--- src/rtl/bit16_priority_encoder_if.sv ---
// Request/issue bundle between a requester and the 16-source priority encoder.
// Latency: n/a (wires only).
// Backpressure: the consumer holds off issue by withholding out_ack while out_valid is high.
interface bit16_priority_encoder_if;
   logic [15:0] req;
   logic [15:0] mask;
   logic        act;
   logic        out_ack;
   logic        out_valid;
   logic [3:0]  out_code;
   logic [15:0] pending;
   logic        multi;

   // Requester side: drives requests, enables and the acknowledge.
   modport master (
      output req, mask, act, out_ack,
      input  out_valid, out_code, pending, multi
   );

   // Encoder side: consumes requests, presents the registered code.
   modport slave (
      input  req, mask, act, out_ack,
      output out_valid, out_code, pending, multi
   );
endinterface

--- src/rtl/bit16_priority_encoder.sv ---
// Sticky 16-source priority encoder: lowest eligible pending index is presented until acked.
// Latency: req before edge n -> pending after n -> out_valid after n+1; one idle bubble between codes.
// Backpressure: a presented code is held stable until out_ack; new requests accumulate in pending.
module bit16_priority_encoder (
   input  logic                           clk,
   input  logic                           rst_n,
   bit16_priority_encoder_if.slave        io_enc
);

   typedef enum logic {
      IDLE    = 1'b0,
      PRESENT = 1'b1
   } state_t;

   state_t      r_state;
   state_t      w_state_nxt;
   logic [15:0] r_pending;
   logic [3:0]  r_code;
   logic        r_multi;

   logic [15:0] w_elig;
   logic [3:0]  w_win_code;
   logic        w_win_multi;
   logic        w_issue;
   logic        w_ack;
   logic [15:0] w_clr;
   logic [15:0] w_pending_nxt;

   assign w_elig = r_pending & io_enc.mask;

   // Lowest set eligible index wins; multi flags more than one eligible bit.
   always_comb begin
      w_win_code = 4'h0;
      for (int i = 15; i >= 0; i--) begin
         if (w_elig[i]) begin
            w_win_code = 4'(i);
         end
      end
      w_win_multi = |(w_elig & (w_elig - 16'd1));
   end

   // Next-state: issue from IDLE only, return to IDLE on ack; pending clear decided here too.
   always_comb begin
      w_state_nxt = r_state;
      w_issue     = 1'b0;
      w_ack       = 1'b0;
      w_clr       = 16'h0000;
      case (r_state)
         IDLE: begin
            if (io_enc.act && (w_elig != 16'h0000)) begin
               w_issue     = 1'b1;
               w_state_nxt = PRESENT;
            end
         end
         PRESENT: begin
            if (io_enc.out_ack) begin
               w_ack       = 1'b1;
               w_clr       = 16'h0001 << r_code;
               w_state_nxt = IDLE;
            end
         end
         default: begin
            w_state_nxt = IDLE;
         end
      endcase
      // A request on the acked line at the same edge wins over the clear.
      w_pending_nxt = (r_pending & ~w_clr) | io_enc.req;
   end

   // State register.
   always_ff @(posedge clk or negedge rst_n) begin
      if (!rst_n) begin
         r_state <= IDLE;
      end else begin
         r_state <= w_state_nxt;
      end
   end

   // Sticky pending capture every edge, independent of act, mask or state.
   always_ff @(posedge clk or negedge rst_n) begin
      if (!rst_n) begin
         r_pending <= 16'h0000;
      end else begin
         r_pending <= w_pending_nxt;
      end
   end

   // Code and multi load only on issue; they hold across PRESENT and IDLE otherwise.
   always_ff @(posedge clk or negedge rst_n) begin
      if (!rst_n) begin
         r_code  <= 4'h0;
         r_multi <= 1'b0;
      end else if (w_issue) begin
         r_code  <= w_win_code;
         r_multi <= w_win_multi;
      end
   end

   assign io_enc.out_valid = (r_state == PRESENT);
   assign io_enc.out_code  = r_code;
   assign io_enc.multi     = r_multi;
   assign io_enc.pending   = r_pending;

   // w_ack is kept for readability of the PRESENT exit; fold it into nothing else.
   logic w_unused;
   assign w_unused = w_ack;

endmodule

--- src/flat_wrapper.sv ---
// flat-port wrapper written by rule: the top's interface ports become plain ports
module bit16_priority_encoder_flat 
  (clk, rst_n, io_enc_req, io_enc_mask, io_enc_act, io_enc_out_ack, io_enc_out_valid, io_enc_out_code, io_enc_pending, io_enc_multi);
  bit16_priority_encoder_if io_enc_i ();
  input  logic clk;
  input  logic rst_n;
  input wire logic [$bits(io_enc_i.req)-1:0] io_enc_req;
  input wire logic [$bits(io_enc_i.mask)-1:0] io_enc_mask;
  input wire logic [$bits(io_enc_i.act)-1:0] io_enc_act;
  input wire logic [$bits(io_enc_i.out_ack)-1:0] io_enc_out_ack;
  output wire logic [$bits(io_enc_i.out_valid)-1:0] io_enc_out_valid;
  output wire logic [$bits(io_enc_i.out_code)-1:0] io_enc_out_code;
  output wire logic [$bits(io_enc_i.pending)-1:0] io_enc_pending;
  output wire logic [$bits(io_enc_i.multi)-1:0] io_enc_multi;
  assign io_enc_i.req = io_enc_req;
  assign io_enc_i.mask = io_enc_mask;
  assign io_enc_i.act = io_enc_act;
  assign io_enc_i.out_ack = io_enc_out_ack;
  assign io_enc_out_valid = io_enc_i.out_valid;
  assign io_enc_out_code = io_enc_i.out_code;
  assign io_enc_pending = io_enc_i.pending;
  assign io_enc_multi = io_enc_i.multi;
  bit16_priority_encoder u_core (.clk(clk), .rst_n(rst_n), .io_enc(io_enc_i));
endmodule
--- config.mk ---
export PLATFORM = sky130hd
export DESIGN_NAME = bit16_priority_encoder_flat
export DESIGN_NICKNAME = d
export VERILOG_FILES = /design/src/rtl/bit16_priority_encoder_if.sv /design/src/rtl/bit16_priority_encoder.sv /design/src/flat_wrapper.sv
export SDC_FILE = /design/constraint.sdc
export NUM_CORES = 1
export LEC_CHECK = 0
export CAP_MARGIN = 20
export CORE_UTILIZATION = 30
export DETAILED_ROUTE_END_ITERATION = 7
export GPL_TIMING_DRIVEN = 0
export SLEW_MARGIN = 15
export SYNTH_ARGS = -nofsm -noshare
export SYNTH_HDL_FRONTEND = slang
export SYNTH_SLANG_ARGS = --single-unit
--- constraint.sdc ---
create_clock -name clk -period 1.4 [get_ports clk]
set_input_delay 0.28 -clock clk [delete_from_list [all_inputs] [get_ports clk]]
set_output_delay 0.28 -clock clk [all_outputs]
set_load 0.02 [all_outputs]
---- Word level (Yosys, flattened, before mapping) ----
Cells that the tools add are included.
word-level totals
  register bits ........................... 22
  bits in latches ......................... 0
  memory bits (writable) .................. 0
  ROM bits ................................ 0
  input port bits ......................... 36
  output and inout port bits .............. 22
  logic and storage cells ................. 37
  memories ................................ 0
operators by class
  add/subtract/negate cells ............... 1
  multipliers ............................. 0
  divide/modulo/power cells ............... 0
  magnitude comparators ................... 0
  equal/unequal tests ..................... 0
  shift-type cells ........................ 1
  multiplexer cells ....................... 22
  bitwise operators ....................... 6
  reduce and logical (&&, ||, !) cells .... 3
operators by type and width
  operator               number
  $mux 4                 16
  $and 16x16->16         3
  $mux 16                2
  $not 16->16            1
  $or 16x16->16          1
  $reduce_bool 16->1     1
  $reduce_or 16->1       1
  $shl 1x4->16 const A   1
  $sub 16x1->16 const B  1
  $mux 1                 3
  $pmux 1 s2             1
  $logic_and 1x1->1      1
  $not 1->1              1

---- Depth between registers and ports, before layout ----
  depth in word-level cells ............... 17
  mapped depth ............................ 6

---- Worst setup path after synthesis ----
OpenSTA, ideal clock, no wires.
  kind .................................... reg-to-reg
  start ................................... reg u_core.r_pending[3], in the netlist u_core.io_enc.pending[3]
  end ..................................... reg u_core.r_multi, in the netlist u_core.io_enc.multi
  setup time .............................. 127 ps
  arrival ................................. 1312 ps
  data required time ...................... 1273 ps
  setup slack ............................. -40 ps
  stages on the path, launching flop included .. 7
  buffers on the path ..................... 0
  period minus slack after synthesis ...... 1440 ps
  path through ............................ dfrtp_1 a22oi_4 nand4_4 a22oi_2 nand4_1 nor2_1 o21ai_1
on the way
  word-level cells in the longest chain between the ends .. 5
  elaborated cells between the ends (all ways) .. 8
  classes of those cells .................. 1 x add/sub; 2 x mux; 2 x bitwise; 3 x reduce/logical
RTL lines
  element                                                RTL line                      RTL
  start: declaration                                     bit16_priority_encoder.sv:17  logic [15:0] r_pending;
  start signal: assignment                               bit16_priority_encoder.sv:84  r_pending <= w_pending_nxt;
  $and 16x16->16 *                                       bit16_priority_encoder.sv:29  assign w_elig = r_pending & io_enc.mask;
  branches (longest 4 deep; another with $sub 16x1->16)  -
  end signal: assignment                                 bit16_priority_encoder.sv:95  r_multi <= w_win_multi;
  end: declaration                                       bit16_priority_encoder.sv:19  logic r_multi;
Mark *: on every way between the ends.
A chain may end at the register's enable or synchronous reset.

---- Worst setup path after layout ----
  start ................................... reg u_core.r_pending[9], in the netlist u_core.io_enc.pending[9]
  end ..................................... reg u_core.r_multi, in the netlist u_core.io_enc.multi
Same word-level chain as after synthesis.

==> summary.txt <==
Setup path
  – RR Endpoint: u_core.io_enc.multi
  – Reg2reg start: u_core.io_enc.pending[9]
  – Reg2reg setup slack: -0.15 ns
  – Critical path's slowest cell: dfrtp_2
  – Critical path buffers and inverters: 1
  – CP max stage delay: 0.44 ns
  – Worst Setup End Kind: register
  – Largest fanout on the critical path: 4
  – Cells along the critical path: a22oi_2, buf_4, a32oi_1, nor4_1, nand4_1, nor2_1, o21ai_1
  – Crit Path Class: reg -> reg
  – CP Launch Type: register
  – Critical Path Source: u_core.io_enc.pending[9]
  – Worst R2R Path Depth: 7
  – Worst path required time: 1.55 ns
  – Worst path arrival time: 1.71 ns
  – CP delay by family, top: simple AND/OR/NAND/NOR gates

Min path
  – Hold wc startpoint: io_enc_out_ack
  – Min-Delay Path Class: in -> reg
  – Min-Delay Path Depth: 2
  – Worst hold endpoint: u_core.io_enc.out_valid

Logic synthesis
  – Number of synthesized flops with an enable pin: 0
  – Syn Area/Cell: 9.153 sq um
  – Register area share after synthesis: 0.4120
  – Async S/R FF share, synth: 1.000
  – Yosys warns: 0
  – Yosys cell types: 31
  – Syn nets: 182
  – Mapped Cells: 146
  – Mapped Area: 1336 sq um
  – #FFs+latches synth: 22
  – Prevailing post-synth register cell: dfrtp_1

Timing
  – Final setup margin: -0.1540 ns
  – Final Hold Violating Endpoints: 0
  – Pins over their slew limit: 0
  – Rel. slew slack: 0.5885
  – Clock Skew: 0.001508 ns
  – Final setup TNS: -0.4027 ns
  – Setup violations, final: 5
  – Fin Hold WS: 0.2956 ns
  – Tcrit/Tclk final: 1.110
  – Fmax: 643.5 MHz
  – Unrepaired setup endpoints after global routing: yes
  – Worst Tran Pin Value: 0.6161 ns
  – Crit path time final: 1.554 ns

Final layout
  – Number of diodes: 0
  – Post-Layout Cell Count: 271
  – Final Net Count: 258
  – Register area: 558.0 sq um
  – Multi-input gate area: 835.8 sq um
  – Area grow syn2layout: 61.80%
  – Filler cells: 426
  – Share of cells above drive strength 1: 0.2217

CTS
  – Num CTS Buffers: 3
  – CTS tree: yes
  – Hold Buf Count CTS: 0
  – Reg clk slew, reported paths: 0.08 ns
  – Htree depth: 1
  – CTS root buffer: clkbuf_8
  – Worst skew pair latency: 0.26 ns
  – Max Buffers Root-to-Sink: 2
  – CTS Sinks: 22

Floorplan
  – Starting Density: 0.3225
  – Die area: 4725 sq um
  – Die H: 68.74 um
  – Die Wd: 68.74 um
  – Core footprint: 4144 sq um
  – FP Rows: 23
  – IO Pins: 58

Status
  – Run status: finished with violations
  – Failing checks: setup timing

Placement
  – # placed instances: 253
  – IO Port Bufs: 57
  – Detailed Place HPWL: 3107 um
  – GPL Wtd Cong: 0.7972

Pwr
  – Leak: 0.8216 nW
  – Worst vdd ir: 0.0002877 V
  – PwrDens: 781.0 nW/um^2

Global route
  – Initial antenna violation count: 0
  – Congestion Overflow GR: 0
  – Via count of the first global-routing pass: 1414
  – Largest net degree at the start of global routing: 23
  – Gr usage total: 0.1986
  – First-pass GRT wire length: 6699 um

Flow run
  – Max-cap viol count: 0

Drt
  – # DRC: 0
  – Avg WL per Cell: 15.60 um
  – Antenna-violating nets left: 0
  – Initial DRC count: 43
  – DR vias/cell: 5.247
  – Total wire length: 4227 um
  – Via count: 1422
  – Drt pass-1 iters: 4
==> metrics by stage <==
step / utilization / cell area [sq um] / total power [mW] / setup WS, ns
after global placement: 0.4764 / 1974 / 1.267 / -0.5044
after detailed placement: 0.4764 / 1974 / 1.271 / -0.4763
after floorplan: - / 1341 / 0.9868 / -0.01501
after global routing: 0.5217 / 2162 / 1.797 / -0.2005
final: 0.5217 / 2162 / 1.689 / -0.1540
after CTS: 0.5009 / 2076 / 1.681 / -0.1218
==> where the power goes <==
| part | internal [mW] | total (mW) | switching [mW] |
|---|---|---|---|
| Clock | 0.203 | 0.413 | 0.210 |
| Combinational | 0.248 | 0.551 | 0.303 |
| Sequential | 0.678 | 0.724 | 0.0459 |
| Total | 1.13 | 1.69 | 0.560 |
==> kinds of logic after synthesis <==
family | share of synthesized area
AO/OA/AOI/OAI | 0.3071
flip-flops | 0.4120
buffers and inverters | 0.01030
AND/OR/NAND/NOR | 0.2706
==> cell usage in the layout, fill, tap and decap left out, drive strengths merged <==
cell type / n
o22ai: 2
a311oi: 1
a22oi: 7
clkbuf: 4
nand2: 32
dlymetal6s2s: 3
nor2b: 1
clkdlybuf4s50: 25
o211ai: 1
buf: 15
nor3: 1
nand3: 5
nand4: 5
nand2b: 17
a21oi: 8
o31ai: 5
nor4: 1
a21boi: 2
a31oi: 1
a32oi: 4
inv: 1
nor2: 5
dfrtp: 22
a211oi: 1
o21ai: 16
dlygate4sd2: 29
a21o: 4
and3: 1
nand4b: 1
a32o: 1
==> sequential cells by signal, summed over array words and instances, names as in the netlist <==
register                 count
u_core.io_enc.multi          1
u_core.io_enc.out_code       4
u_core.io_enc.pending       16
u_core.io_enc.out_valid      1
==> worst max path at each step <==
stage | endpoint | slack [ns] | cells past startpoint
global placement | u_core.io_enc.multi | -0.50 | 7
CTS | u_core.io_enc.multi | -0.12 | 6
finish | u_core.io_enc.multi | -0.15 | 7
floorplan | u_core.io_enc.multi | -0.02 | 6
global route | u_core.io_enc.multi | -0.20 | 6
detailed placement | u_core.io_enc.multi | -0.48 | 7
==> synthesized netlist by cell type, types with 2 or more instances <==
| cell | instances | share of area |
|---|---|---|
| nand2b_1 | 16 | 0.075 |
| a22oi_2 | 4 | 0.037 |
| a32oi_1 | 4 | 0.026 |
| nand2_1 | 32 | 0.090 |
| a21boi_0 | 2 | 0.011 |
| dfrtp_1 | 22 | 0.41 |
| o31ai_1 | 5 | 0.028 |
| nor2_1 | 5 | 0.014 |
| a21oi_1 | 8 | 0.030 |
| o21ai_0 | 13 | 0.049 |
| buf_2 | 2 | 0.0075 |
| nand3_1 | 5 | 0.019 |
| o22ai_1 | 2 | 0.0094 |
| a21o_1 | 4 | 0.022 |
| a22oi_4 | 3 | 0.048 |
| nand4_1 | 4 | 0.019 |
==> worst reg2reg max path, stage by stage (launching register included) <==
cell,delay (ns)
dfrtp_2,0.44
a22oi_2,0.19
buf_4,0.16
a32oi_1,0.05
nor4_1,0.25
nand4_1,0.15
nor2_1,0.14
o21ai_1,0.07
==> final cells by class <==
| type | instances | share of cell area |
|---|---|---|
| plain buffers | 2 | 0.004630 |
| clock buffers | 4 | 0.02083 |
| inverters | 1 | 0.001736 |
| multi-input cells | 122 | 0.3866 |
| flip-flops and latches | 22 | 0.2581 |
| well taps | 50 | 0.02894 |
| repair buffers | 70 | 0.2992 |
==> what timing repair did <==
| action | CTS | global route |
|---|---|---|
| endpoints found under the setup margin | 32 | 16 |
| gates resized for setup | 40 | 12 |
| cloned | 1 | 0 |
| pin swaps | 19 | 7 |
| setup buffers | 8 | 4 |
==> metal layers <==
metal / track usage / part of all wire / up-vias
met3: 0.02632 / 0.053 / 4
li1: - / - / 696
met2: 0.3223 / 0.48 / 51
met4: 0.07908 / 0.0099 / 0
met5: 0 / 0 / -
met1: 0.2659 / 0.46 / 671
No activity file was read; power rests on OpenSTA's default activity.
